### src/rtl/instr_encoder_pkg.sv
// Shared types and constants for the instruction encoder: widths, opcode names,
// FSM state encoding and the memory-word packing helper.
package instr_encoder_pkg;

  localparam int INST_W = 8;
  localparam int OPC_W  = 4;
  localparam int ADDR_W = 8;
  localparam int IMM_W  = 8;
  localparam int RSEL_W = 2;
  localparam int CNT_W  = 8;

  typedef enum logic [OPC_W-1:0] {
    OPC_NOP = 4'h0,
    OPC_LDI = 4'h1,
    OPC_ADD = 4'h2,
    OPC_ADI = 4'h3,
    OPC_SUB = 4'h4,
    OPC_AND = 4'h5,
    OPC_OR  = 4'h6,
    OPC_XOR = 4'h7,
    OPC_SHL = 4'h8,
    OPC_SHR = 4'h9,
    OPC_MOV = 4'hA,
    OPC_CMP = 4'hB,
    OPC_JMP = 4'hC,
    OPC_JZ  = 4'hD,
    OPC_JNZ = 4'hE,
    OPC_HLT = 4'hF
  } opcode_e;

  typedef enum logic [1:0] {
    ST_IDLE  = 2'd0,
    ST_CHECK = 2'd1,
    ST_WRITE = 2'd2,
    ST_DONE  = 2'd3
  } state_e;

  // 4-bit format keeps the low immediate nibble; 2-bit format packs rsel above imm[1:0].
  function automatic logic [INST_W-1:0] pack_word(
    input logic [OPC_W-1:0]  opc,
    input logic [IMM_W-1:0]  imm,
    input logic              isim4,
    input logic [RSEL_W-1:0] rsel
  );
    if (isim4) pack_word = {opc, imm[3:0]};
    else       pack_word = {opc, rsel, imm[1:0]};
  endfunction

endpackage

### src/rtl/instr_encoder_if.sv
// Field-input handshake plus instruction-memory write port and status of the encoder.
interface instr_encoder_if;

  // Handshake: a transfer happens on a rising clk edge where in_valid && in_ready;
  // the fields must be stable while in_valid is high, and in_ready never depends on in_valid.
  logic                                    in_valid;
  logic                                    in_ready;
  logic [instr_encoder_pkg::OPC_W-1:0]     opcode;
  logic [instr_encoder_pkg::IMM_W-1:0]     imm8;
  logic                                    isim4;
  logic [instr_encoder_pkg::RSEL_W-1:0]    rsel;
  logic                                    prog_last;

  logic                                    mem_we;
  logic [instr_encoder_pkg::ADDR_W-1:0]    mem_addr;
  logic [instr_encoder_pkg::INST_W-1:0]    mem_wdata;

  logic                                    done;
  logic                                    full;
  logic                                    err;
  logic [instr_encoder_pkg::CNT_W-1:0]     err_count;
  logic [instr_encoder_pkg::INST_W-1:0]    checksum;
  instr_encoder_pkg::state_e               state_dbg;

  modport master (
    output in_valid, opcode, imm8, isim4, rsel, prog_last,
    input  in_ready, mem_we, mem_addr, mem_wdata,
    input  done, full, err, err_count, checksum, state_dbg
  );

  modport slave (
    input  in_valid, opcode, imm8, isim4, rsel, prog_last,
    output in_ready, mem_we, mem_addr, mem_wdata,
    output done, full, err, err_count, checksum, state_dbg
  );

endinterface

### src/rtl/instr_encoder_imm_range_check.sv
// Combinational test of whether a signed 8-bit immediate fits the selected format.
module imm_range_check (
  input  logic [7:0] imm8,
  input  logic       isim4,
  output logic       fits
);

  // A value fits when every bit above the kept field equals the field's sign bit.
  always_comb begin
    if (isim4) fits = (&imm8[7:3]) | ~(|imm8[7:3]);
    else       fits = (&imm8[7:1]) | ~(|imm8[7:1]);
  end

endmodule

### src/rtl/instr_encoder.sv
// Instruction encoder: accepts fields, range-checks the immediate and writes packed words
// to sequential memory addresses. Define INSTR_ENC_CHECKSUM_EN for a running XOR checksum.
module instr_encoder
  import instr_encoder_pkg::*;
(
  input  logic           clk,
  input  logic           reset,
  instr_encoder_if.slave bus
);

  state_e              state_q, state_d;
  logic [OPC_W-1:0]    opc_q, opc_d;
  logic [IMM_W-1:0]    imm_q, imm_d;
  logic                isim4_q, isim4_d;
  logic [RSEL_W-1:0]   rsel_q, rsel_d;
  logic                last_q, last_d;
  logic [ADDR_W-1:0]   ptr_q, ptr_d;
  logic                full_q, full_d;
  logic                err_q, err_d;
  logic [CNT_W-1:0]    err_cnt_q, err_cnt_d;

  logic                fits;
  logic                ready;
  logic                we;
  logic [INST_W-1:0]   wdata;

  imm_range_check u_range (
    .imm8  (imm_q),
    .isim4 (isim4_q),
    .fits  (fits)
  );

  always_ff @(posedge clk) begin
    if (reset) begin
      state_q   <= ST_IDLE;
      opc_q     <= '0;
      imm_q     <= '0;
      isim4_q   <= 1'b0;
      rsel_q    <= '0;
      last_q    <= 1'b0;
      ptr_q     <= '0;
      full_q    <= 1'b0;
      err_q     <= 1'b0;
      err_cnt_q <= '0;
    end else begin
      state_q   <= state_d;
      opc_q     <= opc_d;
      imm_q     <= imm_d;
      isim4_q   <= isim4_d;
      rsel_q    <= rsel_d;
      last_q    <= last_d;
      ptr_q     <= ptr_d;
      full_q    <= full_d;
      err_q     <= err_d;
      err_cnt_q <= err_cnt_d;
    end
  end

  always_comb begin
    state_d   = state_q;
    opc_d     = opc_q;
    imm_d     = imm_q;
    isim4_d   = isim4_q;
    rsel_d    = rsel_q;
    last_d    = last_q;
    ptr_d     = ptr_q;
    full_d    = full_q;
    err_d     = err_q;
    err_cnt_d = err_cnt_q;
    ready     = 1'b0;
    we        = 1'b0;

    case (state_q)
      ST_IDLE: begin
        ready = 1'b1;
        if (bus.in_valid) begin
          opc_d   = bus.opcode;
          imm_d   = bus.imm8;
          isim4_d = bus.isim4;
          rsel_d  = bus.rsel;
          last_d  = bus.prog_last;
          state_d = ST_CHECK;
        end
      end
      ST_CHECK: begin
        if (fits) begin
          state_d = ST_WRITE;
        end else begin
          err_d = 1'b1;
          if (err_cnt_q != {CNT_W{1'b1}}) err_cnt_d = err_cnt_q + 8'd1;
          state_d = ST_IDLE;
        end
      end
      ST_WRITE: begin
        we = 1'b1;
        // The last address is written once and then the encoder parks in DONE.
        if (ptr_q == {ADDR_W{1'b1}}) full_d = 1'b1;
        else                         ptr_d  = ptr_q + 8'd1;
        if (last_q || (ptr_q == {ADDR_W{1'b1}})) state_d = ST_DONE;
        else                                     state_d = ST_IDLE;
      end
      ST_DONE: begin
        state_d = ST_DONE;
      end
      default: begin
        state_d = ST_IDLE;
      end
    endcase
  end

  assign wdata = we ? pack_word(opc_q, imm_q, isim4_q, rsel_q) : '0;

`ifdef INSTR_ENC_CHECKSUM_EN
  logic [INST_W-1:0] csum_q, csum_d;

  always_comb begin
    csum_d = csum_q;
    if (we) csum_d = csum_q ^ wdata;
  end

  always_ff @(posedge clk) begin
    if (reset) csum_q <= '0;
    else       csum_q <= csum_d;
  end

  assign bus.checksum = csum_q;
`else
  assign bus.checksum = '0;
`endif

  assign bus.in_ready  = ready;
  assign bus.mem_we    = we;
  assign bus.mem_addr  = ptr_q;
  assign bus.mem_wdata = wdata;
  assign bus.done      = (state_q == ST_DONE);
  assign bus.full      = full_q;
  assign bus.err       = err_q;
  assign bus.err_count = err_cnt_q;
  assign bus.state_dbg = state_q;

endmodule

### src/flat_wrapper.sv
// flat-port wrapper written by rule: the top's interface ports become plain ports
module instr_encoder_flat import instr_encoder_pkg::*;
  (clk, reset, bus_in_valid, bus_opcode, bus_imm8, bus_isim4, bus_rsel, bus_prog_last, bus_in_ready, bus_mem_we, bus_mem_addr, bus_mem_wdata, bus_done, bus_full, bus_err, bus_err_count, bus_checksum, bus_state_dbg);
  instr_encoder_if bus_i ();
  input  logic clk;
  input  logic reset;
  input wire logic [$bits(bus_i.in_valid)-1:0] bus_in_valid;
  input wire logic [$bits(bus_i.opcode)-1:0] bus_opcode;
  input wire logic [$bits(bus_i.imm8)-1:0] bus_imm8;
  input wire logic [$bits(bus_i.isim4)-1:0] bus_isim4;
  input wire logic [$bits(bus_i.rsel)-1:0] bus_rsel;
  input wire logic [$bits(bus_i.prog_last)-1:0] bus_prog_last;
  output wire logic [$bits(bus_i.in_ready)-1:0] bus_in_ready;
  output wire logic [$bits(bus_i.mem_we)-1:0] bus_mem_we;
  output wire logic [$bits(bus_i.mem_addr)-1:0] bus_mem_addr;
  output wire logic [$bits(bus_i.mem_wdata)-1:0] bus_mem_wdata;
  output wire logic [$bits(bus_i.done)-1:0] bus_done;
  output wire logic [$bits(bus_i.full)-1:0] bus_full;
  output wire logic [$bits(bus_i.err)-1:0] bus_err;
  output wire logic [$bits(bus_i.err_count)-1:0] bus_err_count;
  output wire logic [$bits(bus_i.checksum)-1:0] bus_checksum;
  output wire logic [$bits(bus_i.state_dbg)-1:0] bus_state_dbg;
  assign bus_i.in_valid = bus_in_valid;
  assign bus_i.opcode = bus_opcode;
  assign bus_i.imm8 = bus_imm8;
  assign bus_i.isim4 = bus_isim4;
  assign bus_i.rsel = bus_rsel;
  assign bus_i.prog_last = bus_prog_last;
  assign bus_in_ready = bus_i.in_ready;
  assign bus_mem_we = bus_i.mem_we;
  assign bus_mem_addr = bus_i.mem_addr;
  assign bus_mem_wdata = bus_i.mem_wdata;
  assign bus_done = bus_i.done;
  assign bus_full = bus_i.full;
  assign bus_err = bus_i.err;
  assign bus_err_count = bus_i.err_count;
  assign bus_checksum = bus_i.checksum;
  assign bus_state_dbg = bus_i.state_dbg;
  instr_encoder u_core (.clk(clk), .reset(reset), .bus(bus_i));
endmodule
### config.mk
export PLATFORM = sky130hd
export DESIGN_NAME = instr_encoder_flat
export DESIGN_NICKNAME = d
export VERILOG_FILES = /design/src/rtl/instr_encoder_pkg.sv /design/src/rtl/instr_encoder_if.sv /design/src/rtl/instr_encoder_imm_range_check.sv /design/src/rtl/instr_encoder.sv /design/src/flat_wrapper.sv
export SDC_FILE = /design/constraint.sdc
export NUM_CORES = 1
export LEC_CHECK = 0
export CORE_ASPECT_RATIO = 1.4
export CORE_MARGIN = 4
export CORE_UTILIZATION = 48
export CTS_CLUSTER_DIAMETER = 120
export CTS_CLUSTER_SIZE = 30
export DETAILED_ROUTE_END_ITERATION = 7
export GPL_TIMING_DRIVEN = 1
export PLACE_DENSITY = 0.85
export SYNTH_ARGS = -nofsm -noshare
export SYNTH_HDL_FRONTEND = slang
export SYNTH_SLANG_ARGS = --single-unit
export TNS_END_PERCENT = 50
### constraint.sdc
create_clock -name clk -period 4.75 [get_ports clk]
set_input_delay 0.95 -clock clk [delete_from_list [all_inputs] [get_ports clk]]
set_output_delay 0.95 -clock clk [all_outputs]
set_load 0.01 [all_outputs]
Word level (Yosys, flattened, before mapping)
Cells that the tools add are included.
{"block": "classes", "n_reduce_logical": 11, "n_bitwise": 6, "add_sub_neg": 2, "eq_ne": 6, "mux": 9}
{"cell": "$add A8 B1 Y8 const B", "count": 2}
{"cell": "$eq A8 B8 Y1 const B", "count": 1}
{"cell": "$mux W8", "count": 1}
{"cell": "$ne A8 B8 Y1 const B", "count": 1}
{"cell": "$pmux W2 S4", "count": 1}
{"cell": "$reduce_and A2 Y1", "count": 4}
{"cell": "$reduce_and A7 Y1", "count": 1}
{"cell": "$reduce_or A7 Y1", "count": 1}
{"cell": "$mux W2", "count": 3}
{"cell": "$reduce_and A5 Y1", "count": 1}
{"cell": "$reduce_or A5 Y1", "count": 1}
{"cell": "$eq A2 B2 Y1 const B", "count": 2}
{"cell": "$mux W4", "count": 1}
{"cell": "$not A1 Y1", "count": 4}
{"cell": "$mux W1", "count": 3}
{"cell": "$reduce_and A3 Y1", "count": 1}
{"cell": "$eq A2 B1 Y1 const B", "count": 1}
{"cell": "$logic_not A2 Y1", "count": 1}
{"cell": "$ne A2 B2 Y1 const B", "count": 1}
{"cell": "$or A1 B1 Y1", "count": 2}
{"cell": "$logic_or A1 B1 Y1", "count": 1}
{"block": "word_totals", "word_cells": 44, "in_bits": 19, "out_inout_bits": 39, "register_bits": 36}

Longest topological paths before layout
Gate-level depths: netlist of the first run.
{"block": "logic_depth", "ltp_word": 6, "mapped_depth": 7, "ltp_nobuf": 6}

By module
A second synthesis of the first run with hierarchy kept.
{"block": "unflattened", "hier_cells": 214, "area_unflattened_um2": 1714.1}
{"module": "instr_encoder", "instances": 1, "area_per_inst_um2": 1654.1, "cells_per_inst": 204, "seq_area_each_um2": 720.7}
{"module": "imm_range_check", "instances": 1, "area_per_inst_um2": 60.1, "cells_per_inst": 10, "seq_area_each_um2": 0.0}

Least setup slack after synthesis of the first run
Ideal clock, no wire load.
{"block": "synth_path", "path_type": "reg2out", "from": "register u_core.state_q[0], in the netlist u_core.bus.state_dbg[0]", "to": "output port bus_mem_wdata[0]", "path_stages_with_launch": 4, "setup_slack_ps": 2882, "required_time_ps": 3800, "path_buffers": 0, "arrival_ps": 918, "path_cell_list": "dfxtp_1 nand2b_1 inv_2 and2_1"}
{"block": "synth_via", "elab_chain_cells": 3}
{"item": "start, declared", "line": "instr_encoder.sv:11", "source": "state_e state_q, state_d;"}
{"item": "start signal, assigned", "line": "instr_encoder.sv:46", "source": "state_q <= state_d;"}
{"item": "$eq A2 B2 Y1", "line": "instr_encoder.sv:73", "source": "case (state_q)"}
{"item": "$mux W1", "line": "instr_encoder.sv:73"}
{"item": "named net bus_mem_we", "line": "flat_wrapper.sv:14", "source": "output wire logic [$bits(bus_i.mem_we)-1:0] bus_mem_we;"}
{"item": "$mux W8", "line": "instr_encoder.sv:111", "source": "assign wdata = we ? pack_word(opc_q, imm_q, isim4_q, rsel_q) : '0;"}
{"item": "end, declared", "line": "flat_wrapper.sv:16", "source": "output wire logic [$bits(bus_i.mem_wdata)-1:0] bus_mem_wdata;"}
The timed path passes the listed nets, and every way through them passes these cells.

Worst setup path in the final report of the first run
{"block": "layout_path", "from": "register u_core.state_q[0], in the netlist u_core.bus.state_dbg[0]", "to": "output port bus_mem_wdata[7]"}
{"block": "layout_via", "elab_chain_cells": 3}
{"item": "$eq A2 B2 Y1", "line": "instr_encoder.sv:73"}
{"item": "$mux W1", "line": "instr_encoder.sv:73"}
{"item": "$mux W8", "line": "instr_encoder.sv:111"}
Every way passes these cells.

==> results.cfg, run 1 <==
[synth]
ys.flop_type = dfxtp_1
synth_edf_count = 0
yosysWarnings = 0
seq_area_frac_synth_pct = 44.1
syn_avg_cell_area_um2 = 8.12
synth.most_common_cell = nand2_1
syn-instance-count = 201
syn_area_um2 = 1630
yosysUniqueCellTypes = 35
yosysTopAreaCellShare_pct = 44.1
netlist_top_cells_count = 38 x nand2_1, 36 x dfxtp_1, 24 x a21oi_1
synthTopCellsByArea = dfxtp_1 44%, nand2_1 8.7%, a21oi_1 7.4%
async_flop_share_pct = 0
ys_seq_elements = 36
yosysTopAreaCell = dfxtp_1

[floorplanning]
num_rows = 24
core_um2 = 3180
ios = 58
die_area_um2 = 4410
start_util_pct = 51.3
die_w_um = 57.3
fp.dieH_um = 77.0

[pwr]
power_frac_comb_pct = 12.7
pwr_density_cell_nw_per_um2 = 284
leakagePower_nw = 0.850
cellInternalPower_mw = 0.470
power_frac_seq_pct = 52.2
p_sw_mw = 0.153
switching_share_pct = 24.5
p_clk_share_pct = 35.1
irDropWorstVdd_mv = 0.234

[sta]
fmax_ghz = 0.374
maxSlewViolCount = 0
tns_ns = 0
rsz0062_at_grt = no
hold_viol = 0
fin_ws_ns = 2.08
worst_clock_skew_ns = 0.00322
slew_headroom_pct = 62.0
final-setup-viol-count = 0
final.min_clock_period_ns = 2.67
finalCritPeriodShare_pct = 56.3
worst_slew_pin_slew_ns = 0.568

[cts]
cts_tree = done
clock_latency_ns = 0.28
cts.clk_slew.worst_paths_ns = 0.06
numCtsBuffers = 5
cts_setup_buffers = 0
cts.sinks = 36
hold_buffers = 0
post_cts_resize_count = 0
cts_root_buf = clkbuf_8
htreeDepth = 2
clk_path_buf_depth = 2

[routing]
vias = 1509
ant_nets = 0
dr.first_iter.drc_count = 35
vias_per_cell = 5.22
drc = 0
routedWlPerCell_um = 12.7
finalWirelength_mm = 3.68
first_pass_iters = 6

[layout]
multiInputGateArea_um2 = 826
seqCellArea_um2 = 721
drive_above_1_share_pct = 4.00
finalNetCount = 270
n_fill_cell = 293
final_cell_count_no_fill = 289
syn_to_final_growth_pct = 34.6
n_antenna_cell = 0
fin_util_pct = 69.1

[min_path]
hp-start = u_core.opc_q[1]
whs_endpoint = u_core.opc_q[1]
min_path_cells = 2
hold_class = flop to flop

[placed_design]
portBuffers = 49
place_hpwl_mm = 2.70
dp_cells = 281
dp_worst_setup_slack_ns = 2.37
place.gp.congestion = 0.740

[global_routing]
grtUsageTotal_pct = 17.8
grt_max_degree = 37
grt_pass1_vias = 1415
overflow = 0
antenna_found_initial = 0
grt_pass1_wl_mm = 6.10

[job]
drv_cap = 0

[worst_setup_path]
reg2reg_depth = 6
criticalPathCategory = flop to output pin
endpoint_kind = output pin
arrival_ns = 1.72
cp_max_fo = 9
reg2reg_to = u_core.bus.err_count[3]
critPathRequiredTime_ns = 3.80
reg2reg_from = u_core.bus.err_count[0]
crit_path_start = u_core.bus.state_dbg[0]
reg2reg_slack_ns = 2.88
cp-start-kind = flop

[run_status]
outcome = complete, no violations
through the flow:
stage	hold slack (ns)	total power, mW	instance area, µm²
2_1_floorplan	0.432	0.381	1660
3_3_place_gp	0.442	0.409	2110
3_5_place_dp	0.447	0.411	2110
4_1_cts	0.454	0.630	2200
5_1_grt	0.484	0.652	2200
6_report	0.450	0.623	2200
layout by cell type, fill, tap and decap left out, drive strengths merged, types with 5 or more instances in the layout:
cell type,Yosys,routed
clkdlybuf4s50,0,49
nand2,38,38
dfxtp,36,36
a21oi,24,24
nor2,16,16
and2,8,8
and3,8,8
nand3,8,8
conb,1,8
clkbuf,7,8
o21ai,6,6
xor2,5,5
or3,5,5
kinds of logic (layout without fill, tap and decap cells):
logic type / after synthesis / count (layout) / synth area share [%]
multiplexers: 4 / 4 / 2.45
AO/OA/AOI/OAI: 37 / 37 / 13.0
AND/OR/NAND/NOR: 94 / 94 / 28.0
buffers and inverters: 20 / 62 / 6.90
other: 1 / 8 / 0.230
flip-flops: 36 / 36 / 44.1
adder cells (fa/ha/maj): 2 / 2 / 1.53
XOR/XNOR: 7 / 7 / 3.75
area by class of cell:
class	count	area share, %
Clock buffer	8	4.10
Inverter	4	0.683
Multi-Input combinational cell	152	37.6
Sequential cell	36	32.8
Tap cell	39	2.22
Timing Repair Buffer	50	22.7
flip-flops by register name, indices dropped and copies added (netlist names):
name	count
u_core.isim4_q	1
u_core.bus.err	1
u_core.last_q	1
u_core.bus.state_dbg	2
u_core.rsel_q	2
u_core.imm_q	8
u_core.bus.err_count	8
u_core.opc_q	4
u_core.bus.full	1
u_core.bus.mem_addr	8
how the worst max path moves through the flow:
stage | end | slack (ns)
after detailed placement | bus_mem_wdata[7] | 2.37
final | bus_mem_wdata[7] | 2.08
after CTS | bus_mem_wdata[7] | 2.05
after floorplan | bus_mem_wdata[0] | 2.88
after global placement | bus_mem_wdata[4] | 2.43
after global routing | bus_mem_wdata[7] | 1.95
layer usage:
layer  global-route usage, %  wire length [µm]  up-vias
li1                        -                 -      764
met1                    17.4              1420      703
met3                    7.06               233        2
met2                    32.3              2010       40
met4                    7.66                21        0
met5                       0                 0        -
power by group through the flow:
stage / Sequential, mW / Clock [mW] / Combinational, mW
finish: 0.325 / 0.219 / 0.0794
global route: 0.327 / 0.237 / 0.0877
CTS: 0.325 / 0.225 / 0.0801
detailed placement: 0.332 / 0 / 0.0794
global placement: 0.331 / 0 / 0.0779
floorplan: 0.331 / 0 / 0.0506
critical path, cell delays in order (launching register included):
cell,delay (ns)
dfxtp_1,0.35
nand2b_1,0.23
inv_2,0.17
and2_1,0.15
clkdlybuf4s50_1,0.54
Note: power is estimated with default switching activity, not from simulation.
==> inputs of run 2 (changes only) <==
--- a/config.mk
+++ b/config.mk
@@ -7,12 +7,12 @@
 export LEC_CHECK = 0
 export CORE_ASPECT_RATIO = 1.4
 export CORE_MARGIN = 4
-export CORE_UTILIZATION = 48
+export CORE_UTILIZATION = 40
 export CTS_CLUSTER_DIAMETER = 120
 export CTS_CLUSTER_SIZE = 30
 export DETAILED_ROUTE_END_ITERATION = 7
 export GPL_TIMING_DRIVEN = 1
-export PLACE_DENSITY = 0.85
+export PLACE_DENSITY = 0.75
 export SYNTH_ARGS = -nofsm -noshare
 export SYNTH_HDL_FRONTEND = slang
 export SYNTH_SLANG_ARGS = --single-unit
==> constraint.sdc (replaced) <==
create_clock -name clk -period 2.4 [get_ports clk]
set_input_delay 0.48 -clock clk [delete_from_list [all_inputs] [get_ports clk]]
set_output_delay 0.48 -clock clk [all_outputs]
set_load 0.01 [all_outputs]
==> results.cfg, run 2 (synthesis results as in run 1) <==
[routing]
drc = 0
dr.first_iter.drc_count = 43
ant_nets = 0
first_pass_iters = 4
top_layer = met4
routedWlPerCell_um = 12.5
vias = 1487
vias_per_cell = 5.08
met1_length_mm = 1.50
finalWirelength_mm = 3.65
dr_wl_met2_mm = 1.79
met3WireLength_um = 273

[floorplanning]
die_area_um2 = 5180
num_rows = 27
core_um2 = 3950
start_util_pct = 41.3
fp.dieH_um = 83.6
die_w_um = 62.0
ios = 58

[sta]
maxSlewViolCount = 0
hold_viol = 0
whs_ns = 0.455
final-setup-viol-count = 0
rsz0062_at_grt = no
worst_clock_skew_ns = 0.00377
tns_ns = 0
slew_headroom_pct = 63.4
final.min_clock_period_ns = 2.19
finalCritPeriodShare_pct = 91.1
fmax_ghz = 0.457
worst_slew_pin_slew_ns = 0.548

[placed_design]
portBuffers = 49
place_hpwl_mm = 2.81
place.gp.congestion = 0.836

[cts]
clk_path_buf_depth = 2
cts_setup_buffers = 0
numCtsBuffers = 5
cts.clk_slew.worst_paths_ns = 0.07
post_cts_resize_count = 0
clock_latency_ns = 0.28
hold_buffers = 0
cts_tree = done
cts.sinks = 36
htreeDepth = 2
cts_root_buf = clkbuf_8

[global_routing]
grt_max_degree = 20
grt_pass1_wl_mm = 6.11
antenna_found_initial = 0
overflow = 0
grtUsageTotal_pct = 15.4
grt_pass1_vias = 1376

[layout]
drive_above_1_share_pct = 4.80
multiInputGateArea_um2 = 826
n_antenna_cell = 0
fin_util_pct = 56.1
syn_to_final_growth_pct = 35.8
seqCellArea_um2 = 721
n_fill_cell = 377
finalNetCount = 271
layout_commonest_cell = clkdlybuf4s50_1
final_cell_mix = 49 x clkdlybuf4s50_1, 38 x nand2_1, 36 x dfxtp_1

[worst_setup_path]
critPathRequiredTime_ns = 1.92
cp-start-kind = flop
criticalPathCategory = flop to output pin
endpoint_kind = output pin
cp_max_fo = 9
reg2reg_slack_ns = 0.55
arrival_ns = 1.71

[job]
drv_cap = 0

[pwr]
leakagePower_nw = 0.859
p_clk_share_pct = 36.3
power_frac_seq_pct = 51.2
irDropWorstVdd_mv = 0.418
pwr_density_cell_nw_per_um2 = 567
switching_share_pct = 24.2
cellInternalPower_mw = 0.954
power_frac_comb_pct = 12.5
p_sw_mw = 0.304

[min_path]
hold_class = flop to flop

[run_status]
outcome = complete, no violations
-- run 2: cell type report --
type	instances	share of cell area, %
clock buffer	7	4.35
inverter	4	0.677
multi-input combinational	152	37.2
sequential	36	32.5
tap	43	2.43
timing repair buffer	51	22.8
-- run 2: final timing paths --
| path | startpoint | cells past startpoint | endpoint |
|---|---|---|---|
| worst max-delay path | u_core.bus.state_dbg[0] | 4 | bus_mem_wdata[7] |
| worst min-delay path | u_core.opc_q[3] | 2 | u_core.opc_q[3] |
| worst max register to register | u_core.bus.err_count[0] | 6 | u_core.bus.err_count[3] |
| worst min register to register | u_core.opc_q[3] | 2 | u_core.opc_q[3] |
-- run 2: stage by stage --
stage	setup slack, ns	cell area, µm²	cells	total power [mW]
2_1_floorplan	0.657	1660	208	0.755
4_1_cts	0.186	2220	293	1.27
3_3_place_gp	0.540	2120	286	0.812
6_report	0.214	2220	293	1.26
5_1_grt	0.0916	2220	293	1.31
3_5_place_dp	0.509	2120	286	0.815
-- run 2: metal layers --
layer  global-route usage [%]  up-vias
met2                     24.0       39
met1                     17.8      673
met5                        0        -
li1                         -      769
met3                     5.88        6
met4                     7.14        0
-- run 2: worst max-delay path, cell delays in order, from the launching register on --
cell,delay (ns)
dfxtp_1,0.35
nand2b_1,0.23
inv_2,0.16
and2_1,0.15
clkdlybuf4s50_1,0.53
-- run 2: power groups by stage --
stage	Sequential, mW	Clock (mW)	Combinational (mW)
2_1_floorplan	0.655	0	0.100
3_3_place_gp	0.656	0	0.157
3_5_place_dp	0.657	0	0.158
4_1_cts	0.644	0.468	0.159
5_1_grt	0.648	0.491	0.175
6_report	0.644	0.457	0.157
